===== src/rtl/inst_fetch_ctrl.sv =====
// Instruction fetch sequencer: holds mem_addr stable for MEM_LAT cycles, registers the word
// and offers it to the core over valid/ready. Optional FETCH_PERF_CNT_EN builds the fetch counter.
module inst_fetch_ctrl #(
  parameter int unsigned MEM_LAT   = 3,
  parameter int unsigned MEM_WORDS = 9,
  parameter logic [31:0] RESET_PC  = 32'h0000_0000
) (
  input  logic        clk,
  input  logic        reset,
  input  logic        en,
  input  logic        redirect_valid,
  input  logic [31:0] redirect_pc,
  output logic [31:0] mem_addr,
  input  logic [31:0] mem_rdata,
  output logic [31:0] inst_out,
  output logic [31:0] inst_pc,
  output logic        inst_valid,
  input  logic        inst_ready,
  output logic        range_err,
  output logic [31:0] fetch_count
);

  localparam logic [31:0] MEM_BYTES  = 32'(MEM_WORDS * 4);
  localparam logic [3:0]  LAT_RELOAD = 4'(MEM_LAT - 1);

  typedef enum logic [1:0] {
    IDLE = 2'd0,
    WAIT = 2'd1,
    HOLD = 2'd2
  } state_t;

  state_t      state_q;
  logic [31:0] pc_q;
  logic [31:0] mem_addr_q;
  logic [31:0] inst_out_q;
  logic [31:0] inst_pc_q;
  logic        inst_valid_q;
  logic        range_err_q;
  logic [3:0]  lat_cnt_q;

  logic [31:0] redir_aligned_d;
  logic        redir_oor_d;
  logic [31:0] redir_tgt_d;
  logic [31:0] pc_inc_d;
  logic [31:0] pc_next_d;
  logic [31:0] fetch_pc_d;

  // Redirect target sanitising and the sequential next PC (wraps at the populated depth).
  always_comb begin
    redir_aligned_d = redirect_pc & ~32'd3;
    redir_oor_d     = (redir_aligned_d >= MEM_BYTES);
    redir_tgt_d     = redir_oor_d ? RESET_PC : redir_aligned_d;
    pc_inc_d        = pc_q + 32'd4;
    pc_next_d       = (pc_inc_d == MEM_BYTES) ? 32'd0 : pc_inc_d;
    fetch_pc_d      = redirect_valid ? redir_tgt_d : pc_next_d;
  end

  // Fetch FSM; mem_addr only moves when (re)entering WAIT so the read window stays stable.
  always_ff @(posedge clk) begin
    if (reset) begin
      state_q      <= IDLE;
      pc_q         <= RESET_PC;
      mem_addr_q   <= RESET_PC;
      inst_out_q   <= 32'd0;
      inst_pc_q    <= 32'd0;
      inst_valid_q <= 1'b0;
      range_err_q  <= 1'b0;
      lat_cnt_q    <= 4'd0;
    end else begin
      if (redirect_valid && redir_oor_d) begin
        range_err_q <= 1'b1;
      end
      case (state_q)
        IDLE: begin
          if (redirect_valid) begin
            pc_q <= redir_tgt_d;
            if (en) begin
              state_q    <= WAIT;
              mem_addr_q <= redir_tgt_d;
              lat_cnt_q  <= LAT_RELOAD;
            end
          end else if (en) begin
            state_q    <= WAIT;
            mem_addr_q <= pc_q;
            lat_cnt_q  <= LAT_RELOAD;
          end
        end
        WAIT: begin
          if (redirect_valid) begin
            // In-flight read is discarded; with en low the target is kept for re-enable.
            pc_q <= redir_tgt_d;
            if (en) begin
              mem_addr_q <= redir_tgt_d;
              lat_cnt_q  <= LAT_RELOAD;
            end else begin
              state_q <= IDLE;
            end
          end else if (!en) begin
            state_q <= IDLE;
          end else if (lat_cnt_q != 4'd0) begin
            lat_cnt_q <= lat_cnt_q - 4'd1;
          end else begin
            inst_out_q   <= mem_rdata;
            inst_pc_q    <= mem_addr_q;
            inst_valid_q <= 1'b1;
            state_q      <= HOLD;
          end
        end
        HOLD: begin
          if (inst_ready) begin
            inst_valid_q <= 1'b0;
            pc_q         <= fetch_pc_d;
            if (en) begin
              state_q    <= WAIT;
              mem_addr_q <= fetch_pc_d;
              lat_cnt_q  <= LAT_RELOAD;
            end else begin
              state_q <= IDLE;
            end
          end else if (redirect_valid) begin
            inst_valid_q <= 1'b0;
            pc_q         <= redir_tgt_d;
            mem_addr_q   <= redir_tgt_d;
            lat_cnt_q    <= LAT_RELOAD;
            state_q      <= WAIT;
          end
        end
        default: begin
          state_q <= IDLE;
        end
      endcase
    end
  end

  assign mem_addr   = mem_addr_q;
  assign inst_out   = inst_out_q;
  assign inst_pc    = inst_pc_q;
  assign inst_valid = inst_valid_q;
  assign range_err  = range_err_q;

`ifdef FETCH_PERF_CNT_EN
  logic [31:0] fetch_count_q;

  // Saturating count of accepted instructions.
  always_ff @(posedge clk) begin
    if (reset) begin
      fetch_count_q <= 32'd0;
    end else if (inst_valid_q && inst_ready && (fetch_count_q != 32'hFFFF_FFFF)) begin
      fetch_count_q <= fetch_count_q + 32'd1;
    end
  end

  assign fetch_count = fetch_count_q;
`else
  assign fetch_count = 32'd0;
`endif

endmodule


===== config.mk =====
export PLATFORM = sky130hd
export DESIGN_NAME = inst_fetch_ctrl
export DESIGN_NICKNAME = d
export VERILOG_FILES = /design/src/rtl/inst_fetch_ctrl.sv
export SDC_FILE = /design/constraint.sdc
export NUM_CORES = 1
export LEC_CHECK = 0
export ABC_AREA = 1
export BUFFER_PORTS_ARGS = -buffer_cell sky130_fd_sc_hd__clkbuf_2
export CAP_MARGIN = 20
export CORE_MARGIN = 4
export CORE_UTILIZATION = 47
export DETAILED_ROUTE_END_ITERATION = 8
export PLACE_DENSITY_LB_ADDON = 0.12
export SLEW_MARGIN = 10
export SYNTH_ARGS = -nofsm -noshare
export SYNTH_HDL_FRONTEND = slang
export SYNTH_SLANG_ARGS = --single-unit

===== constraint.sdc =====
create_clock -name clk -period 2.78 [get_ports clk]
set_clock_uncertainty 0.1 [all_clocks]
set_input_delay 0.556 -clock clk [delete_from_list [all_inputs] [get_ports clk]]
set_output_delay 0.556 -clock clk [all_outputs]
set_load 0.005 [all_outputs]

---- Word-level counts from Yosys, hierarchy flattened ----
Index checks and enable logic that the tools add are counted.
word-level totals
  input port bits ......................... 69
  bits in registers ....................... 136
operators by class
  reduce and logical (&&, ||, !) cells .... 12
  muxes and demuxes ....................... 36
  magnitude comparators ................... 1
  equal/unequal tests ..................... 15
  bitwise gates (word level) .............. 2
  $add $sub $neg .......................... 2
operators with widths
  kind                     number
  $mux W32                 12
  $pmux W32 S3             1
  $pmux W32 S2             1
  $add A32 B3 Y32 const B  1
  $eq A32 B6 Y1 const B    1
  $ge A32 B6 Y1 const B    1
  $mux W4                  6
  $ne A3 B3 Y1 const B     7
  $mux W2                  7
  $pmux W4 S3              1
  $reduce_and A4 Y1        3
  $ne A2 B2 Y1 const B     5
  $reduce_and A5 Y1        2
  $mux W1                  6
  $pmux W2 S3              1
  $reduce_bool A2 Y1       2
  $reduce_bool A4 Y1       1
  $sub A4 B1 Y4 const B    1
  $reduce_bool A3 Y1       1
  $eq A2 B1 Y1 const B     1
  $eq A2 B2 Y1 const B     1
  $logic_not A2 Y1         1
  $not A1 Y1               2
  $pmux W1 S2              1
  2 further kinds          2

---- Depth between registers and ports, before layout ----
  word-level depth ........................ 7
  gate-level depth with buffers ........... 16
  depth with buffers taken out ............ 16

---- Least setup slack after synthesis ----
No wires, ideal clock.
  path type ............................... register -> register
  from .................................... reg pc_q[3]
  to ...................................... reg mem_addr_q[5], in the netlist mem_addr[5]
  library setup time ...................... 132 ps
  stages on the path, launching flop included .. 17
  data arrival time ....................... 1,751 ps
  slack ................................... 796 ps
  path through ............................ dfxtp_1 > ha_1 > nand2_1 > nor2_4 > nand2_4 > nor2_4 > nand2_1 > nand2_1 > nand2_1 > nor2_1 > nand2_1 > nor2_2 > nand3_2 > nand3_1 > nand2_1 > nand2_1 > a21oi_1
between the ends
  longest elaborated chain between the ends .. 7
ends and longest elaborated chain
  item                      line  RTL
  start: declaration        33    logic [31:0] pc_q;
  start signal: assignment  76    pc_q <= redir_tgt_d;
  start signal: assignment  91    pc_q <= redir_tgt_d;
  start signal: assignment  112   pc_q <= fetch_pc_d;
  $add A32 B3 Y32 *         53    pc_inc_d = pc_q + 32'd4;
  $eq A32 B6 Y1             54    pc_next_d = (pc_inc_d == MEM_BYTES) ? 32'd0 : pc_inc_d;
  $mux W32 *                54
  $mux W32 *                55    fetch_pc_d = redirect_valid ? redir_tgt_d : pc_next_d;
  $mux W32 *                113   if (en) begin
  $mux W32 *                110   if (inst_ready) begin
  $pmux W32 S3 *            73    case (state_q)
  end signal: assignment    79    mem_addr_q <= redir_tgt_d;
  end signal: assignment    115   mem_addr_q <= fetch_pc_d;
  end signal: assignment    123   mem_addr_q <= redir_tgt_d;
  end: declaration          34    logic [31:0] mem_addr_q;
Every way passes the cells marked *; elsewhere a longest branch is shown, timed or not. The select of a mux whose other input is x is not followed.
A chain may end at the register's enable or synchronous reset.

---- Worst setup path after layout ----
  from .................................... reg pc_q[3]
  to ...................................... reg mem_addr_q[3], in the netlist mem_addr[3]
between the ends
  longest elaborated chain between the ends .. 7
ends and longest elaborated chain
  item             line
  $add A32 B3 Y32  53
  $eq A32 B6 Y1    54
  $mux W32         54
  $mux W32         55
  $mux W32         113
  $mux W32         110
  $pmux W32 S3 *   73
Marks and branches as above.

==> impl_metrics.prom <==
# TYPE chip_impl_metric gauge
chip_impl_info{name="outcome",value="finished, final reports clean"} 1
chip_impl_metric{name="clkSlewWorstSetupHoldPaths",unit="ns"} 0.07
chip_impl_metric{name="core",unit="mm2"} 0.0158
chip_impl_metric{name="grt_start_max_net_pins",unit=""} 70
chip_impl_metric{name="wl_per_cell",unit="um"} 15.7
chip_impl_metric{name="remaining_drc_errors",unit=""} 0
chip_impl_metric{name="via_cell_ratio",unit=""} 5.46
chip_impl_metric{name="route.antenna.remaining_nets",unit=""} 0
chip_impl_metric{name="final_worst_path_period_share",unit=""} 0.904
chip_impl_metric{name="initial_utilization",unit=""} 0.478
chip_impl_metric{name="buffer_ports.inserted",unit=""} 164
chip_impl_metric{name="area_delta_synth_final",unit="%"} 19.3
chip_impl_metric{name="num-nets-final",unit=""} 1333
chip_impl_metric{name="fp.dieH",unit="um"} 135
chip_impl_metric{name="clk_latency",unit="ns"} 0.43
chip_impl_metric{name="cp_data_required_time",unit="ns"} 2.96
chip_impl_metric{name="cts.repair.resized",unit=""} 0
chip_impl_metric{name="irDropWorstVdd",unit="uV"} 429
chip_impl_metric{name="syn_inst",unit=""} 1119
chip_impl_metric{name="globalRouteOverflowTotal",unit=""} 0
chip_impl_metric{name="holdWs",unit="ns"} 0.248
chip_impl_metric{name="track_usage",unit=""} 0.256
chip_impl_metric{name="setup_tns",unit="ns"} 0
chip_impl_metric{name="synthesized_flop_and_latch_total",unit=""} 136
chip_impl_metric{name="synth_mux_area_frac",unit=""} 0
chip_impl_metric{name="setup_violations",unit=""} 0
chip_impl_metric{name="vias_in_the_first_global_route",unit=""} 7690
chip_impl_metric{name="htree_levels",unit=""} 4
chip_impl_metric{name="max-cap-violations",unit=""} 0
chip_impl_info{name="critical_path.cell_chain",value="ha_1 -> nand2_1 -> nor2_4 -> nand2_4 -> nor2_4 -> nand2_1 -> nand2_1 -> nand2_1 -> nor2_1 -> nand2_1 -> nor2_2 -> nand3_2 -> nand3_1 -> nand2_1 -> nand2_1 -> a21oi_1"} 1
chip_impl_info{name="cp_common_cell",value="sky130_fd_sc_hd__nand2_1"} 1
chip_impl_metric{name="num_vias",unit=""} 8112
chip_impl_metric{name="compound_cell_area_share_of_the_yosys_netlist",unit=""} 0.217
chip_impl_info{name="hold_path_startpoint",value="mem_rdata[8]"} 1
chip_impl_metric{name="yosys.area_share.adder",unit=""} 0.0132
chip_impl_info{name="hold_path_class",value="input port to register"} 1
chip_impl_metric{name="synth.cell_area",unit="mm2"} 0.00756
chip_impl_metric{name="powerDensity",unit="mW/mm2"} 856
chip_impl_metric{name="maxClockFrequency",unit="MHz"} 398
chip_impl_metric{name="ios",unit=""} 199
chip_impl_info{name="main_combinational_cell_family_by_area_after_synthesis",value="simple AND/OR/NAND/NOR gates"} 1
chip_impl_metric{name="number_of_distinct_standard_cells_referenced_by_the_synthesized_netlist",unit=""} 43
chip_impl_metric{name="design.die.area",unit="mm2"} 0.0182
chip_impl_info{name="setup.worst_path.class",value="register to register"} 1
chip_impl_metric{name="placedInstanceArea",unit="mm2"} 0.00846
chip_impl_metric{name="finalMaxSlewViolations",unit=""} 0
chip_impl_metric{name="p_total",unit="mW"} 7.72
chip_impl_metric{name="synth-warning-count",unit=""} 0
chip_impl_info{name="critical_path.slowest_cell",value="sky130_fd_sc_hd__dfxtp_1"} 1
chip_impl_info{name="layout.cells.most_common",value="sky130_fd_sc_hd__nor2_1"} 1
chip_impl_metric{name="numClockSinks",unit=""} 136
chip_impl_metric{name="dpl.hpwl",unit="um"} 16500
chip_impl_metric{name="count_of_endpoints_failing_hold_in_the_final_timing_report",unit=""} 0
chip_impl_info{name="tritoncts",value="yes"} 1
chip_impl_metric{name="route.final.wire_length",unit="um"} 23300
chip_impl_metric{name="stdcell_area",unit="mm2"} 0.00902
chip_impl_metric{name="total_cts_buffers",unit=""} 17
chip_impl_metric{name="leakage_power",unit="nW"} 3.91
chip_impl_metric{name="antenna_found_initial",unit=""} 0
chip_impl_metric{name="preCtsSetupSlack",unit="ns"} 0.296
chip_impl_metric{name="synth_xor_area_frac",unit=""} 0.00463
chip_impl_metric{name="antenna_cells",unit=""} 0
chip_impl_info{name="endpoint_kind",value="register"} 1
chip_impl_info{name="clk_root_buffer_cell",value="sky130_fd_sc_hd__clkbuf_16"} 1
chip_impl_info{name="critPathLaunchType",value="register"} 1
chip_impl_metric{name="dp_cells",unit=""} 1453
chip_impl_info{name="mostFrequentLayoutCells",value="sky130_fd_sc_hd__nor2_1, sky130_fd_sc_hd__nand2_1, sky130_fd_sc_hd__clkbuf_2, sky130_fd_sc_hd__dfxtp_1, sky130_fd_sc_hd__o21ai_0"} 1
chip_impl_metric{name="drtIter0Drc",unit=""} 614
chip_impl_info{name="synth-main-ff-cell",value="sky130_fd_sc_hd__dfxtp_1"} 1
chip_impl_info{name="cp-startpoint",value="pc_q[3]$_SDFFE_PP0P_"} 1
chip_impl_info{name="grt_setup_unrepaired",value="no"} 1
chip_impl_metric{name="synth.yosys.seq_area_share",unit=""} 0.360
chip_impl_metric{name="cts_hold_buffers",unit=""} 0
chip_impl_metric{name="clock_path_buffers",unit=""} 2
chip_impl_metric{name="synth_edf_count",unit=""} 0
chip_impl_metric{name="syn_avg_cell_area",unit="um2"} 6.76
chip_impl_metric{name="critical_path_data_arrival_time",unit="ns"} 2.69
chip_impl_info{name="regToRegStartpoint",value="pc_q[3]$_SDFFE_PP0P_"} 1
chip_impl_metric{name="dr_pass1_iterations",unit=""} 5
chip_impl_metric{name="synth_simple_gate_area_frac",unit=""} 0.299
chip_impl_metric{name="post-route-util",unit=""} 0.570
chip_impl_metric{name="grt_first_pass_wirelength",unit="um"} 38100
chip_impl_metric{name="placement_rows",unit=""} 46
chip_impl_metric{name="final.min_clock_period",unit="ns"} 2.51
chip_impl_metric{name="die_width",unit="um"} 135
chip_impl_metric{name="postSynth.asyncResetShare",unit=""} 0
chip_impl_metric{name="worstPathMaxFanout",unit=""} 7
chip_impl_metric{name="gpl.final_weighted_congestion",unit=""} 0.913
chip_impl_metric{name="critical_path.max_stage_delay",unit="ns"} 0.43
chip_impl_metric{name="final_critical_path_setup_slack",unit="ns"} 0.268
chip_impl_metric{name="post_route_cells_drive_above_1_share",unit=""} 0.199
chip_impl_metric{name="postCtsSetupBuffers",unit=""} 0
chip_impl_metric{name="max_slew_margin_vs_limit",unit=""} 0.441
chip_impl_metric{name="tightest_slew",unit="ns"} 0.830
chip_impl_metric{name="fin_cells",unit=""} 1485
power by group:
group | internal (mW) | switching, mW
registers | 2.38 | 0.444
logic | 1.01 | 1.69
clock network | 1.18 | 1.01
total | 4.57 | 3.14
cells in the mapped netlist, drive strengths merged (4+ instances only):
| cell | n | share of area |
|---|---|---|
| nor2 | 229 | 0.13 |
| nand2 | 183 | 0.096 |
| dfxtp | 136 | 0.36 |
| o21ai | 108 | 0.071 |
| nand3 | 76 | 0.052 |
| inv | 74 | 0.037 |
| a21oi | 70 | 0.046 |
| clkbuf | 57 | 0.028 |
| buf | 45 | 0.040 |
| a221oi | 22 | 0.025 |
| a31oi | 18 | 0.015 |
| o211ai | 18 | 0.018 |
| o311ai | 16 | 0.019 |
| nand4 | 13 | 0.011 |
| ha | 8 | 0.013 |
| nor4 | 7 | 0.0058 |
| a211oi | 6 | 0.0060 |
| nor3 | 6 | 0.0046 |
| o221ai | 6 | 0.0070 |
| xor2 | 4 | 0.0046 |
final cells by class:
type | count | area, um2
clock buffers | 18 | 429
clock inverters | 14 | 128
fillers | 1560 | 6810
inverters | 76 | 285
multi-input cells | 836 | 4160
flip-flops and latches | 136 | 2720
well taps | 216 | 270
repair buffers | 189 | 1020
metal layers:
metal / vias to the layer above / track usage / routed length, um
li1: 4020 / - / -
met1: 3721 / 0.352 / 10400
met2: 331 / 0.403 / 10400
met3: 40 / 0.0555 / 1980
met4: 0 / 0.0781 / 471
met5: - / 0 / 0
critical path, delay by kind of cell (launching register included):
family	cells	cell delay, ns
DFF	1	0.43
adders and majority gates	1	0.24
and+or+nand+nor	14	1.51
AOI/OAI and AO/OA	1	0.07
flip-flops by register name (all words and copies together), names as in the netlist:
| name | cells |
|---|---|
| inst_valid | 1 |
| lat_cnt_q | 4 |
| inst_pc | 32 |
| state_q | 2 |
| pc_q | 32 |
| inst_out | 32 |
| mem_addr | 32 |
| range_err | 1 |
worst paths after layout:
path | end | slack (ns) | cells past startpoint
worst max-delay path | mem_addr[3]$_SDFFE_PP0P_ | 0.27 | 16
worst min-delay path | inst_out[8]$_SDFFE_PP0P_ | 0.25 | 3
worst max register to register | mem_addr[3]$_SDFFE_PP0P_ | 0.27 | 16
worst min register to register | range_err$_SDFFE_PP0P_ | 0.38 | 2
logic make-up after synthesis:
family | count (synthesis)
simple gates | 519
compound gates | 273
buf+inv | 178
flops | 136
fa+ha+maj | 8
xor+xnor | 4
other cells | 1
(Power assumes the default switching activity.)
